**src/rtl/mult_pkg.sv**
```systemverilog
// Shared definitions for the multiplier result path: the latency helper that keeps
// the result queue matched to the multiplier, and the delay-line entry type.
package mult_pkg;
  localparam int TAG_W = 4;

  typedef struct packed {
    logic             vld;
    logic [TAG_W-1:0] tag;
  } dl_entry_t;

  function automatic int mult_latency(input int m, input int pipe);
    return ((m > 0) ? 1 : 0) + ((pipe > 0) ? 5 : 0) + ((m > 1) ? 1 : 0);
  endfunction
endpackage

```
**src/rtl/mult_sync_fifo.sv**
```systemverilog
// Synchronous FIFO; the head is read straight out of flop storage and forced to
// zero when empty. Pointers carry a wrap bit so full and empty are distinct.
module mult_sync_fifo #(
  parameter int WIDTH = 36,
  parameter int DEPTH = 8
) (
  input  logic             clk,
  input  logic             rst,
  input  logic             wr_en,
  input  logic [WIDTH-1:0] wr_data,
  input  logic             rd_en,
  output logic [WIDTH-1:0] rd_data,
  output logic             full,
  output logic             empty
);
  localparam int AW = (DEPTH > 1) ? $clog2(DEPTH) : 1;

  typedef struct packed {
    logic          wrap;
    logic [AW-1:0] idx;
  } ptr_t;

  ptr_t             wptr_q, wptr_d, rptr_q, rptr_d;
  logic [WIDTH-1:0] mem_q [DEPTH];
  logic             do_wr, do_rd;

  // Explicit wrap at DEPTH-1 keeps non-power-of-2 depths correct too.
  function automatic ptr_t ptr_inc(input ptr_t p);
    ptr_t n;
    if (p.idx == AW'(DEPTH - 1)) begin
      n.idx  = '0;
      n.wrap = ~p.wrap;
    end else begin
      n.idx  = p.idx + AW'(1);
      n.wrap = p.wrap;
    end
    return n;
  endfunction

  assign empty = (wptr_q == rptr_q);
  assign full  = (wptr_q.idx == rptr_q.idx) && (wptr_q.wrap != rptr_q.wrap);
  assign do_wr = wr_en & ~full;
  assign do_rd = rd_en & ~empty;

  always_comb begin
    wptr_d = do_wr ? ptr_inc(wptr_q) : wptr_q;
    rptr_d = do_rd ? ptr_inc(rptr_q) : rptr_q;
  end

  always_ff @(posedge clk) begin
    if (rst) begin
      wptr_q <= '0;
      rptr_q <= '0;
    end else begin
      wptr_q <= wptr_d;
      rptr_q <= rptr_d;
    end
  end

  always_ff @(posedge clk) begin
    if (do_wr) mem_q[wptr_q.idx] <= wr_data;
  end

  assign rd_data = empty ? '0 : mem_q[rptr_q.idx];
endmodule

```
**src/rtl/mult_result_queue.sv**
```systemverilog
// Result queue behind the fixed-latency multiplier: shadows issue valid/tag through
// the multiplier latency, buffers products, and withholds credit so the FIFO never fills.
module mult_result_queue
  import mult_pkg::*;
#(
  parameter int W     = 16,
  parameter int M     = 1,
  parameter int PIPE  = 1,
  parameter int DEPTH = 8,
  parameter int TAG_W = mult_pkg::TAG_W
) (
  input  logic                       clk,
  input  logic                       rst,
  input  logic                       issue_valid,
  output logic                       issue_ready,
  input  logic [TAG_W-1:0]           issue_tag,
  input  logic [2*W-1:0]             product,
  output logic                       out_valid,
  input  logic                       out_ready,
  output logic [2*W-1:0]             out_product,
  output logic [TAG_W-1:0]           out_tag,
  output logic [$clog2(DEPTH+1)-1:0] in_flight,
  output logic                       overflow
);
  localparam int LAT   = mult_latency(M, PIPE);
  localparam int CNT_W = $clog2(DEPTH + 1);
  localparam int PW    = TAG_W + 2 * W;

  if (LAT < 1) begin : g_bad_lat
    $error("mult_result_queue: multiplier latency must be at least 1");
  end
  if (TAG_W != $bits(dl_entry_t) - 1) begin : g_bad_tag
    $error("mult_result_queue: TAG_W must match the delay-line entry tag width");
  end

  dl_entry_t        dl_q [LAT];
  logic [CNT_W-1:0] in_flight_q, in_flight_d;
  logic             overflow_q, overflow_d;
  logic             fire, pop, wr_en, full, empty;
  logic [PW-1:0]    rd_data;

  // Credit is decoded from the registered count only, never from issue_valid.
  assign issue_ready = (in_flight_q < CNT_W'(DEPTH));
  assign fire        = issue_valid & issue_ready;
  assign out_valid   = ~empty;
  assign pop         = out_valid & out_ready;
  assign wr_en       = dl_q[LAT-1].vld;

  always_ff @(posedge clk) begin
    if (rst) begin
      for (int i = 0; i < LAT; i++) dl_q[i] <= '0;
    end else begin
      dl_q[0] <= '{vld: fire, tag: issue_tag};
      for (int i = 1; i < LAT; i++) dl_q[i] <= dl_q[i-1];
    end
  end

  always_comb begin
    in_flight_d = in_flight_q;
    if (fire && !pop)      in_flight_d = in_flight_q + CNT_W'(1);
    else if (!fire && pop) in_flight_d = in_flight_q - CNT_W'(1);
    overflow_d = overflow_q | (wr_en & full);
  end

  always_ff @(posedge clk) begin
    if (rst) begin
      in_flight_q <= '0;
      overflow_q  <= 1'b0;
    end else begin
      in_flight_q <= in_flight_d;
      overflow_q  <= overflow_d;
    end
  end

  mult_sync_fifo #(
    .WIDTH(PW),
    .DEPTH(DEPTH)
  ) u_fifo (
    .clk    (clk),
    .rst    (rst),
    .wr_en  (wr_en),
    .wr_data({dl_q[LAT-1].tag, product}),
    .rd_en  (pop),
    .rd_data(rd_data),
    .full   (full),
    .empty  (empty)
  );

  assign out_product = rd_data[2*W-1:0];
  assign out_tag     = rd_data[PW-1:2*W];
  assign in_flight   = in_flight_q;
  assign overflow    = overflow_q;
endmodule
```
**config.mk**
```make
export PLATFORM = sky130hd
export DESIGN_NAME = mult_result_queue
export DESIGN_NICKNAME = d
export VERILOG_FILES = /design/src/rtl/mult_pkg.sv /design/src/rtl/mult_sync_fifo.sv /design/src/rtl/mult_result_queue.sv
export SDC_FILE = /design/constraint.sdc
export NUM_CORES = 1
export LEC_CHECK = 0
export BUFFER_PORTS_ARGS = -buffer_cell sky130_fd_sc_hd__buf_2
export CAP_MARGIN = 25
export CORE_ASPECT_RATIO = 0.5
export CORE_UTILIZATION = 64
export DETAILED_ROUTE_END_ITERATION = 7
export MAX_ROUTING_LAYER = met4
export PLACE_DENSITY_LB_ADDON = 0.3
export REMOVE_ABC_BUFFERS = 1
export SLEW_MARGIN = 40
export SYNTH_ARGS = -nofsm -noshare
export SYNTH_HDL_FRONTEND = slang
export SYNTH_SLANG_ARGS = --single-unit
```
**constraint.sdc**
```tcl
create_clock -name clk -period 12.45 [get_ports clk]
set_input_delay 1.245 -clock clk [delete_from_list [all_inputs] [get_ports clk]]
set_output_delay 1.245 -clock clk [all_outputs]
set_load 0.1 [all_outputs]
```
# Word level (Yosys, flattened, before mapping)
# Memories as Yosys holds them, arrays and structs flattened. A register that Yosys moved wholly into a read port is not among the register bits.
# Index checks and enable logic that the tools add are counted.
dict set report word_totals {
  regBits 13
  out_inout_bits 43
  n_memories 2
  ramBits 318
  elab_cells 60
  in_bits 40
}
dict set report op_classes {
  mux 18
  bitwise_logic 16
  addsub 4
  reduce_logical 8
  order_cmp 1
  n_eq_ne 5
}
# name words width rd rd_clocked_by_memory_dff write_ports line_no
set mem_list {}
lappend mem_list {u_fifo.mem_q 8 36 1 1 1 mult_sync_fifo.sv:24} ;# logic [WIDTH-1:0] mem_q [DEPTH];
lappend mem_list {dl_q 6 5 6 0 6 mult_result_queue.sv:36} ;# dl_entry_t dl_q [LAT];
# operator n
set op_table {}
lappend op_table {{36-bit 2-to-1 mux} 1}
lappend op_table {{5-bit 2-to-1 mux} 6}
lappend op_table {{3-bit 2-to-1 mux} 4}
lappend op_table {{4-bit 2-to-1 mux} 2}
lappend op_table {{1-bit OR} 7}
lappend op_table {{3-bit by 1-bit adder with 3-bit output (second input constant)} 2}
lappend op_table {{3-bit == test (second input constant)} 2}
lappend op_table {{1-bit bitwise AND} 5}
lappend op_table {{1-bit 2-to-1 mux} 5}
lappend op_table {{4-bit by 1-bit adder with 4-bit output (second input constant)} 1}
lappend op_table {{4-bit == test} 1}
lappend op_table {{4-bit less-than comparator (second input constant)} 1}
lappend op_table {{1-bit inverter} 4}
lappend op_table {{2-bit AND reduction} 2}
lappend op_table {{4-bit by 1-bit subtractor with 4-bit output (second input constant)} 1}
lappend op_table {{3-bit == test} 1}
lappend op_table {{1-bit logical AND} 3}
lappend op_table {{1-bit zero test} 2}
lappend op_table {{2-bit nonzero test} 1}
lappend op_table {{1-bit != test} 1}

# Depth between registers and ports, before layout
# Gate-level depths: netlist of run 1.
dict set report depth {
  word_depth 6
  depth_mapped 10
  depth_no_buf 9
}

# Hierarchy
# A second synthesis of run 1 with hierarchy kept.
dict set report unflattened {
  hier_cells 626
  area_unflattened_um2 12764.7
}
# module area_each_um2 n_inst cells_per_inst seq_area_each_um2
set modules_own_cells {}
lappend modules_own_cells {mult_sync_fifo 11654.9 1 529 8868.5}
lappend modules_own_cells {mult_result_queue 1109.8 1 97 700.7}

# Least setup slack after synthesis of run 1
# Ideal clock, no wire load.
dict set report synth_path {
  path_kind {flip-flop to flip-flop}
  start {register u_fifo.wptr_q[0] in the netlist's numbering}
  end {memory u_fifo.mem_q[1][0] (enable)}
  period_less_slack_ns 4.985
  n_path_buf 1
  arrival_time_ns 4.466
  slack_ns 7.465
  setup_time_ns 0.519
  t_required_ns 11.931
  stages_incl_launch_ff 5
  path_cell_list {dfxtp_1 buf_2 xor2_2 nor4_2 nor4_1}
}
dict set report synth_between {
  elab_chain_cells 6
}
# element line_no
set synth_rtl {}
lappend synth_rtl {{start: declaration} mult_sync_fifo.sv:23} ;# ptr_t wptr_q, wptr_d, rptr_q, rptr_d;
lappend synth_rtl {{start signal: assignment} mult_sync_fifo.sv:55} ;# wptr_q <= wptr_d;
lappend synth_rtl {{3-bit == test} mult_sync_fifo.sv:41} ;# assign full = (wptr_q.idx == rptr_q.idx) && (wptr_q.wrap != rptr_q.wrap);
lappend synth_rtl {{1-bit logical AND} mult_sync_fifo.sv:41}
lappend synth_rtl {{1-bit inverter} mult_sync_fifo.sv:42} ;# assign do_wr = wr_en & ~full;
lappend synth_rtl {{1-bit bitwise AND} mult_sync_fifo.sv:42}
lappend synth_rtl {{1-bit 2-to-1 mux} mult_sync_fifo.sv:61} ;# if (do_wr) mem_q[wptr_q.idx] <= wr_data;
lappend synth_rtl {{1-bit 2-to-1 mux (implied by the code)} mult_sync_fifo.sv:61}
lappend synth_rtl {{end: declaration} mult_sync_fifo.sv:24}
# Several ways; a longest one is shown, not always the timed one.

==> results_dict.tcl, run 1 <==
set metrics [dict create \
    synth_compound_area_share_pct 0.783 \
    rsz0062_at_grt "no" \
    grt_max_degree 46 \
    grtUsageMet1_pct 34.1 \
    clk_path_buf_depth 3 \
    route.detailed.drc 0 \
    io_buffer_count 82 \
    finalWirelength_um 24400 \
    finalWorstSetupSlack_ps 8050 \
    die-area_um2 20300 \
    gr-usage-all-layers_pct 25.7 \
    gp_congestion 0.708 \
    synth_cells 620 \
    finalCriticalPeriod_ps 4400 \
    die_width_um 201 \
    hp-class "register to register" \
    grt_use_met2_pct 42.1 \
    cts_inserted_buffers 27 \
    syn_avg_cell_area_um2 20.4 \
    final_area_um2 14300 \
    die_h_um 101 \
    crit_fanout 42 \
    worstPathRequired_ps 11200 \
    final_util_pct 75.9 \
    final_common_cell "edfxtp_1" \
    avgViaCountPerCell 6.21 \
    slew_viol_final 0 \
    nNetsFinal 761 \
    htree_levels 1 \
    p_per_area_nw_per_um2 155 \
    cp-end-kind "output pin" \
    ctsResizeCount 0 \
    grt_pass1_vias 6332 \
    tightest_slew_ps 755 \
    coreArea_um2 18800 \
    use_met3_pct 4.47 \
    placed_area_um2 13400 \
    outcome "complete, no violations" \
    gr-total-overflow 0 \
    grt_busiest_layer "met2" \
    drt-pass1-iter-count 5 \
    crit_type "register to output pin" \
    hpwl_um 11800 \
    synth_ff_type "edfxtp_1" \
    cap_violations 0 \
    root_buffer "clkbuf_16" \
    critPathLaunchType "register" \
    clk_latency_ps 530 \
    drive_gt1_share_pct 31.5 \
    place_ws_ps 8370 \
    antenna_left 0 \
    synthesis.area_um2 12600 \
    clock_skew_ps 11.6 \
    finalSetupViolCount 0 \
    holdPathStages 1 \
    final-hold-violation-count 0 \
    row_count 35 \
    final.setup.tns_ps 0 \
    clkTransAtPathRegs_ps 70 \
    wl_per_cell_um 24.6 \
    p_leak_uw 0.00470 \
    vias 6169 \
    tritoncts "built" \
    maxSlewHeadroom_pct 49.7 \
    yosysSeqAreaShare_pct 75.8 \
    fmax_mhz 227 \
    antenna_found_initial 0 \
    rr_worst_depth 9 \
    grt_pass1_wl_um 37000 \
    synth_mux_area_share_pct 16.2 \
    clock_sinks 334 \
    cp_data_arrival_time_ps 3150 \
    ys_async_sr_fraction_pct 0 \
    vdd_drop_max_v 0.000179 \
    synth-edff-count 288 \
    drtIter0Drc 466 \
    ys.warnings.count 0 \
    synth-xor-area-share_pct 0.754 \
    cts_setup_buffers 0 \
    syn2layout_area_growth_pct 13.2 \
    synth-simple-area-share_pct 4.42 \
    postCtsHoldBufs 0 \
    initial_core_util_pct 67.0 \
    final_cell_mix "edfxtp_1, buf_2, mux4_2" \
    ys_ff_latch 334 \
    synth_cell_type_count 36 \
    period_share_pct 35.3 \
    io_pins 83 \
    synth_top_family_by_area "multiplexers" \
    synth_fa_ha_area_share_pct 0.853 \
]
==> path summary, 6_finish.rpt <==
| kind | startpoint | slack (ps) | end |
|---|---|---|---|
| worst max register to register | u_fifo.wptr_q[2] | 9530 | in_flight[3] |
| worst min-delay path | dl_q[3][1] | 440 | dl_q[4][1] |
| worst max-delay path | register | 8050 | out_product[18] |
| worst min register to register | dl_q[3][1] | 440 | dl_q[4][1] |
==> Yosys cell counts, types with 2 or more instances <==
| library cell | n | area, µm² |
|---|---|---|
| edfxtp_1 | 288 | 8650 |
| mux4_2 | 72 | 1620 |
| nor2_1 | 53 | 199 |
| dfxtp_1 | 46 | 921 |
| mux2i_1 | 41 | 410 |
| nor2b_1 | 31 | 194 |
| clkbuf_1 | 17 | 63.8 |
| buf_2 | 13 | 65.1 |
| nand2_1 | 9 | 33.8 |
| ha_1 | 7 | 87.6 |
| a21oi_1 | 6 | 30.0 |
| nor3_1 | 5 | 25.0 |
| a31oi_1 | 2 | 12.5 |
| inv_1 | 2 | 7.51 |
| nand3_1 | 2 | 10.0 |
| nor4_1 | 2 | 12.5 |
| or3_1 | 2 | 12.5 |
| xnor2_1 | 2 | 17.5 |
| xor2_1 | 2 | 17.5 |
| xor2_2 | 2 | 32.5 |
==> through the flow <==
stage                     power (µW)  hold WS, ps  instances
after floorplan                 1360          414        589
after detailed placement        1390          425        943
after CTS                       2230          440        993
after global placement          1390          416        941
after global routing            2280          457        993
final                           2220          436        994
==> area by class of cell <==
cell class / instances / area, µm²
Tap cell: 259 / 324
Timing Repair Buffer: 95 / 537
Antenna cell: 1 / 2.50
Multi-Input combinational cell: 252 / 2950
Clock inverter: 17 / 173
Inverter: 3 / 11.3
Fill cell: 1008 / 4550
Clock buffer: 33 / 708
Sequential cell: 334 / 9580
==> critical path, cell delays in order, from the launching register on <==
cell     delay, ps
dfxtp_4        760
buf_6          580
mux4_2         620
mux2i_1        250
nor2_1          70
buf_2          310
==> routing by layer <==
layer  vias to the layer above  part of all wire, %
met5                         -                    0
met4                         0                  2.4
met3                        51                  5.5
met2                       238                   50
met1                      3231                   42
li1                       2649                    -
==> flip-flops by register name (all words and copies together) (netlist names), named ones only <==
register / flops
u_fifo.mem_q: 288
in_flight: 4
u_fifo.rptr_q: 4
dl_q: 30
overflow: 1
u_fifo.wptr_q: 4
==> where the power goes <==
| group | internal, µW | switching, µW |
|---|---|---|
| Clock | 470 | 378 |
| Sequential | 1220 | 8.46 |
| Combinational | 34.9 | 106 |
| Total | 1730 | 492 |
==> cells by family after synthesis <==
| logic type | Yosys count |
|---|---|
| muxes | 114 |
| buffers and inverters | 34 |
| AOI/OAI and AO/OA | 12 |
| DFF | 334 |
| adders and majority gates | 8 |
| and+or+nand+nor | 111 |
| xor gates and xnor gates | 7 |
Note: power is estimated with default switching activity, not from simulation.
==> run 2, diff against run 1 <==
--- a/config.mk
+++ b/config.mk
@@ -8,7 +8,7 @@
 export BUFFER_PORTS_ARGS = -buffer_cell sky130_fd_sc_hd__buf_2
 export CAP_MARGIN = 25
 export CORE_ASPECT_RATIO = 0.5
-export CORE_UTILIZATION = 64
+export CORE_UTILIZATION = 60
 export DETAILED_ROUTE_END_ITERATION = 7
 export MAX_ROUTING_LAYER = met4
 export PLACE_DENSITY_LB_ADDON = 0.3
==> constraint.sdc (replaced) <==
create_clock -name clk -period 4.2 [get_ports clk]
set_input_delay 0.42 -clock clk [delete_from_list [all_inputs] [get_ports clk]]
set_output_delay 0.42 -clock clk [all_outputs]
set_load 0.1 [all_outputs]
==> results_dict.tcl, run 2 (synthesized netlist as in run 1, its figures left out) <==
set metrics [dict create \
    p_leak_uw 0.00473 \
    clk_path_buf_depth 3 \
    finalWirelength_um 22700 \
    tritoncts "built" \
    cp_data_arrival_time_ps 2760 \
    vdd_drop_max_v 0.000524 \
    clock_skew_ps 14.4 \
    rsz0062_at_grt "no" \
    cts_setup_buffers 0 \
    worstPathRequired_ps 3780 \
    whs_endpoint "dl_q[0][2]" \
    p_seq_share_pct 55.0 \
    clkPwrFrac_pct 38.7 \
    hold_start "issue_tag[2]" \
    finalWorstSetupSlack_ps 1020 \
    antenna_found_initial 0 \
    final_common_cell "edfxtp_1" \
    period_share_pct 75.7 \
    rr_worst_depth 9 \
    maxSlewHeadroom_pct 47.5 \
    crit_fanout 34 \
    crit_type "register to output pin" \
    drt-pass1-iter-count 7 \
    swShare_pct 22.0 \
    final_cell_mix "edfxtp_1, buf_2, mux4_2" \
    place_inst 960 \
    finalCriticalPeriod_ps 3180 \
    nNetsFinal 765 \
    syn2layout_area_growth_pct 13.7 \
    crit_buf_inv 2 \
    route.detailed.drc 3 \
    holdPathStages 2 \
    final-hold-violation-count 0 \
    violations "DRC" \
    antenna_left 0 \
    io_buffer_count 82 \
    cap_violations 0 \
    postCtsHoldBufs 0 \
    p_per_area_nw_per_um2 462 \
    tightest_slew_ps 781 \
    gr-total-overflow 0 \
    regMostFlops "u_fifo.mem_q" \
    gp_congestion 0.719 \
    wl_per_cell_um 22.5 \
    place_ws_ps 1270 \
    path_cells "xor2_4 > nor4_4 > buf_4 > nor2_1 > buf_2" \
    slew_viol_final 0 \
    initial_core_util_pct 61.2 \
    max_stage_delay_ps 620 \
    critPathLaunchType "register" \
    grt_pass1_vias 6259 \
    drtIter0Drc 397 \
    fmax_mhz 314 \
    crit_family "buffers and inverters" \
    die_h_um 105 \
    clk_latency_ps 540 \
    r2r_slack_ps 1280 \
    slowest_stage "dfxtp_1" \
    r2r-start "u_fifo.wptr_q[2]" \
    coreArea_um2 20600 \
    cp-end-kind "output pin" \
    intPower_uw 5170 \
    largest_reg_flops 288 \
    finalSetupViolCount 0 \
    p_sw_uw 1450 \
    gr-usage-all-layers_pct 22.3 \
    clock_sinks 334 \
    root_buffer "clkbuf_16" \
    drive_gt1_share_pct 31.6 \
    outcome "finished with violations" \
    stdcell_count 1011 \
    reg_top3 "u_fifo.mem_q x288, dl_q x30" \
    row_count 37 \
    hpwl_um 12200 \
    die_width_um 207 \
    grt_pass1_wl_um 35100 \
    die-area_um2 21600 \
    reg2reg_to "in_flight[3]" \
    io_pins 83 \
    clkTransAtPathRegs_ps 70 \
    cts_inserted_buffers 28 \
    hp-class "input port to register" \
    avgViaCountPerCell 5.96 \
    ctsResizeCount 0 \
    diodes 0 \
    vias 6027 \
    comb_power_share_pct 6.3 \
    grt_max_degree 46 \
    htree_levels 1 \
]
## run 2: changes by cell type in the layout (fill, tap and decap cells not counted), moves of 2 or more
cell and change:
clkbuf_16 +2, clkinvlp_4 -2, clkinv_1 +3, buf_4 +5
clkinvlp_2 +2
## run 2: layout make-up
cell class	count	area (µm²)
fillers	1234	6260
repair buffers	98	543
inverters	3	11.3
multi-input cells	252	2950
clock inverters	18	173
well taps	273	342
clock buffers	33	741
flip-flops and latches	334	9580
## run 2: worst max path at each step
stage / from / to / cells after the start
final: u_fifo.wptr_q[2] / out_tag[3] / 5
after global routing: u_fifo.wptr_q[2] / out_tag[3] / 5
after CTS: u_fifo.wptr_q[2] / out_tag[3] / 5
after detailed placement: u_fifo.wptr_q[2] / in_flight[3] / 9
after global placement: u_fifo.wptr_q[2] / in_flight[3] / 9
after floorplan: register / out_product[0] / 3
## run 2: routing by layer
layer,global-route usage [%],part of all wire (%),vias to the layer above
met4,4.80,1.6,0
li1,-,-,2658
met1,30.4,42,3122
met3,3.07,6.0,34
met2,36.6,51,213
met5,-,0,-
## run 2: per-stage QoR
| stage | cell area [µm²] | setup TNS, ps | power, µW | hold slack [ps] | utilization, % |
|---|---|---|---|---|---|
| floorplan | 12500 | -98170 | 4030 | 414 | - |
| global placement | 13400 | 0 | 4120 | 416 | 65.2 |
| detailed placement | 13400 | 0 | 4130 | 420 | 65.2 |
| CTS | 14300 | 0 | 6670 | 82.7 | 69.6 |
| global route | 14300 | 0 | 6810 | 95.4 | 69.6 |
| finish | 14300 | 0 | 6620 | 97.8 | 69.6 |
## run 2: power groups by stage
stage | Sequential (µW) | Clock [µW] | Combinational (µW)
2_1_floorplan | 3850 | 0 | 187
3_3_place_gp | 3710 | 0 | 406
3_5_place_dp | 3710 | 0 | 416
4_1_cts | 3640 | 2610 | 418
5_1_grt | 3640 | 2720 | 444
6_report | 3640 | 2560 | 416
